### src/rtl/control_step_sequencer.sv
// One-hot T-step generator for the multi-cycle control unit.
// Optional stall-cycle counter built only when SEQ_STALL_COUNT_EN is defined.
module control_step_sequencer #(
   parameter  int MAX_STEPS = 8,
   localparam int STEP_W    = (MAX_STEPS > 2) ? $clog2(MAX_STEPS) : 1
) (
   input  logic                 iClk,
   input  logic                 nRst,
   input  logic                 iRun,
   input  logic                 iHalt,
   input  logic                 iStall,
   input  logic                 iEnd,
   input  logic [STEP_W-1:0]    iLastStep,
   output logic [MAX_STEPS-1:0] oStep,
   output logic [STEP_W-1:0]    oStepIdx,
   output logic                 oFetch,
   output logic                 oInstrDone,
   output logic                 oHalted,
   output logic                 oBusy,
   output logic                 oFault,
   output logic [15:0]          oStallCount
);

   typedef enum logic [1:0] {
      IDLE   = 2'd0,
      RUN    = 2'd1,
      HALTED = 2'd2
   } state_t;

   localparam logic [STEP_W-1:0] LAST = STEP_W'(MAX_STEPS - 1);

   state_t            state;
   state_t            state_nxt;
   logic [STEP_W-1:0] step;
   logic [STEP_W-1:0] step_nxt;
   logic              pend;
   logic              pend_nxt;
   logic              done;
   logic              done_nxt;
   logic              fault;
   logic              fault_nxt;
   logic              complete;
   logic              overrun;

   always_ff @(posedge iClk) begin
      if (!nRst) begin
         state <= IDLE;
         step  <= '0;
         pend  <= 1'b0;
         done  <= 1'b0;
         fault <= 1'b0;
      end else begin
         state <= state_nxt;
         step  <= step_nxt;
         pend  <= pend_nxt;
         done  <= done_nxt;
         fault <= fault_nxt;
      end
   end

   // T0 ignores iLastStep: decode has not produced it yet.
   always_comb begin
      complete = iEnd
               || ((step != '0) && (step >= iLastStep))
               || (step == LAST);
      overrun  = (step == LAST) && !iEnd && (iLastStep > LAST);
   end

   always_comb begin
      state_nxt = state;
      step_nxt  = step;
      pend_nxt  = pend;
      done_nxt  = 1'b0;
      fault_nxt = fault;
      unique case (state)
         IDLE: begin
            if (iRun) begin
               state_nxt = RUN;
               step_nxt  = '0;
            end
         end
         RUN: begin
            if (iHalt)
               pend_nxt = 1'b1;
            if (!iStall) begin
               if (complete) begin
                  done_nxt = 1'b1;
                  step_nxt = '0;
                  if (overrun)
                     fault_nxt = 1'b1;
                  if (pend || iHalt) begin
                     state_nxt = HALTED;
                     pend_nxt  = 1'b0;
                  end
               end else begin
                  step_nxt = step + 1'b1;
               end
            end
         end
         HALTED: begin
            step_nxt = '0;
            if (iRun) begin
               state_nxt = RUN;
               pend_nxt  = 1'b0;
            end
         end
         default: begin
            state_nxt = IDLE;
            step_nxt  = '0;
         end
      endcase
   end

   always_comb begin
      oStep      = '0;
      oStepIdx   = step;
      oFetch     = 1'b0;
      oBusy      = 1'b0;
      oHalted    = 1'b0;
      oInstrDone = done;
      oFault     = fault;
      if (state == RUN) begin
         oStep  = MAX_STEPS'(1) << step;
         oFetch = (step == '0);
         oBusy  = 1'b1;
      end
      if (state == HALTED)
         oHalted = 1'b1;
   end

`ifdef SEQ_STALL_COUNT_EN
   logic [15:0] stall_cnt;

   always_ff @(posedge iClk) begin
      if (!nRst)
         stall_cnt <= '0;
      else if ((state == RUN) && iStall && (stall_cnt != 16'hFFFF))
         stall_cnt <= stall_cnt + 16'd1;
   end

   assign oStallCount = stall_cnt;
`else
   assign oStallCount = 16'd0;
`endif

endmodule

### config.mk
export PLATFORM = sky130hd
export DESIGN_NAME = control_step_sequencer
export DESIGN_NICKNAME = d
export VERILOG_FILES = /design/src/rtl/control_step_sequencer.sv
export SDC_FILE = /design/constraint.sdc
export NUM_CORES = 1
export LEC_CHECK = 0
export CAP_MARGIN = 20
export CELL_PAD_IN_SITES_DETAIL_PLACEMENT = 1
export CELL_PAD_IN_SITES_GLOBAL_PLACEMENT = 2
export CORE_MARGIN = 2
export CORE_UTILIZATION = 21
export DETAILED_ROUTE_END_ITERATION = 16
export HOLD_SLACK_MARGIN = 0.1
export PLACE_DENSITY = 0.94
export RECOVER_POWER = 25
export SLEW_MARGIN = 25
export SYNTH_ARGS = -nofsm -noshare
export SYNTH_HDL_FRONTEND = slang
export SYNTH_SLANG_ARGS = --single-unit
export TNS_END_PERCENT = 5
### constraint.sdc
create_clock -name iClk -period 2.9 [get_ports iClk]
set_clock_uncertainty 0.15 [all_clocks]
set_input_delay 0.58 -clock iClk [delete_from_list [all_inputs] [get_ports iClk]]
set_output_delay 0.58 -clock iClk [all_outputs]
set_load 0.02 [all_outputs]
==> results.ini <==
[clocking]
clk_latency_ps=260
clk_pin_slew_ps=60
cts_tree=yes
cts_buffer_depth=2
postCtsSetupRepairBufs=0
cts_num_sinks=8
cts_made_buffers=3
root_buffer=clkbuf_4
cts_hold_buffers=0
htree_levels=1
cts_resized=0

[grt]
grt_max_degree=13
grt_pass1_vias=596
grt.total_usage=0.0962
antenna_found_initial=0
grt_pass1_wl_um=2660
grt_overflow=0

[logic_synthesis]
seq_area_frac_synth=0.228
synth_cells=79
yosys.area.top_type_share=0.228
syn_area_sq_um=702
synthTopCellsByCount=buf_4, ha_1, dfxtp_1
async_flop_share=0
synth_top_area_cell=dfxtp_1
avgSynthCellArea_sq_um=8.89
ys.flop_type=dfxtp_1
ys_warn_count=0
synth_edf_count=0
synthTopCellsByArea=dfxtp_1, buf_4, ha_1
yosysUniqueCellTypes=26
ys_ff_latch=8
yosysMostFrequentCell=buf_4

[layout]
antennaDiodeCount=0
drive_above_1_share=0.125
nNetsFinal=124
design_area_sq_um=951
fill_cells=390
area_delta_synth_final_pct=35.5

[critical_path]
cpLargestDelayFamily=buffers and inverters
path_max_fanout=6
critPathBufInv=1
crit_chain=ha_1 > ha_1 > and2_1 > clkdlybuf4s50_1
slowest_delay_ps=590
cpMostUsedCell=ha_1
critPathKind=register to output pin
end_kind=output pin
critPathLaunchType=register
crit_path_top_delay_cell=clkdlybuf4s50_1
cp.arrival_ps=1860
required_ps=2170

[placed_design]
place_area_sq_um=928
port-buffer-count=24
post-place-ws_ps=580
place_hpwl_um=1450
place_congestion=0.762

[sta]
setup_ws_ps=312
rsz0062_at_grt=false
min_period_ps=2590
whs_ps=302
tns_ps=0
hold_viol_final=0
fin_crit_sh=0.892
setup_violations=0
final-max-slew-violation-count=0
max_clock_freq_mhz=386

[die]
rows=20
start_util=0.224
die_y_um=61.8
core_region_area_sq_um=3130
dieArea_sq_um=3820
die_x_um=61.8
io_pins=41

[power]
leakage_nw=0.444
finalPower_mw=0.295
power_density_nw_per_um2=311
ir_drop_mv=0.148

[outcome]
status=finished clean

[min_path]
hp-class=register to register

[drt]
drtIter0Drc=12
finalWirelength_um=1710
first_pass_iters=4
vias_per_cell=3.96
num_vias=586
ant_nets=0
drc_errors=0
wl_per_cell_um=11.5

[flow_run]
drv_cap=0

## area by class of cell
cell class / count / area, sq um / share of cell area
tap: 44 / 55.1 / 0.0579
sequential: 8 / 160 / 0.168
clock buffer: 3 / 22.5 / 0.0237
multi-input combinational: 60 / 435 / 0.458
inverter: 8 / 30.0 / 0.0316
timing repair buffer: 25 / 248 / 0.261
## logic make-up (layout without fill, tap and decap cells)
group | after synthesis | count (layout) | synth area share
adders and majority gates | 9 | 9 | 0.160
AOI/OAI and AO/OA | 12 | 12 | 0.164
and+or+nand+nor | 23 | 23 | 0.210
buffers and inverters | 26 | 36 | 0.232
DFF | 8 | 8 | 0.228
other | 1 | 16 | 0.00534
## where the power goes
| group | leakage (nW) | switching, mW | internal (mW) | total, mW |
|---|---|---|---|---|
| clock network | 0.0138 | 0.0417 | 0.0476 | 0.0894 |
| registers | 0.0650 | 0.00453 | 0.114 | 0.119 |
| logic | 0.365 | 0.0515 | 0.0357 | 0.0872 |
## layer usage
layer / vias up / track usage / wire length [um]
li1: 288 / - / -
met1: 270 / 0.107 / 697
met2: 21 / 0.164 / 888
met3: 7 / 0.0186 / 76
met4: 0 / 0.0669 / 46
met5: - / 0 / 0
## state kept, by name, indices dropped and copies added (netlist names)
name / count
oStepIdx: 3
oInstrDone: 1
pend: 1
state: 2
oFault: 1
## per-stage QoR
| step | util | instances |
|---|---|---|
| 2_1_floorplan | - | 94 |
| 3_3_place_gp | 0.297 | 145 |
| 3_5_place_dp | 0.297 | 145 |
| 4_1_cts | 0.304 | 148 |
| 5_1_grt | 0.304 | 148 |
| 6_report | 0.304 | 148 |
## final timing paths
check	startpoint	endpoint	slack (ps)	cells past startpoint
worst max-delay path	oStepIdx[0]	oStep[7]	310	4
worst min-delay path	oFault	oFault	300	1
worst max register to register	oStepIdx[0]	oStepIdx[1]	1130	5
worst min register to register	oFault	oFault	300	1
## cell usage in the layout (no fill, tap or decap)
master and n:
conb_1 16, a32o_1 1, a22o_4 1, o22ai_1 1, buf_4 1, o211a_1 1
dlygate4sd3_1 4, nand2b_1 1, nor4b_2 1, o221a_1 1, inv_2 1, and3_1 2
inv_1 7, nor2_1 5, clkbuf_4 3, clkdlybuf4s50_1 20, o2bb2ai_2 1, nor2b_1 4
and2_1 3, o21ai_0 2, a22o_1 2, a21oi_1 1, ha_1 9, o31ai_2 1
nand3b_1 2, dfxtp_1 8, nor4_1 1, and3_2 4
(Power assumes the default switching activity.)
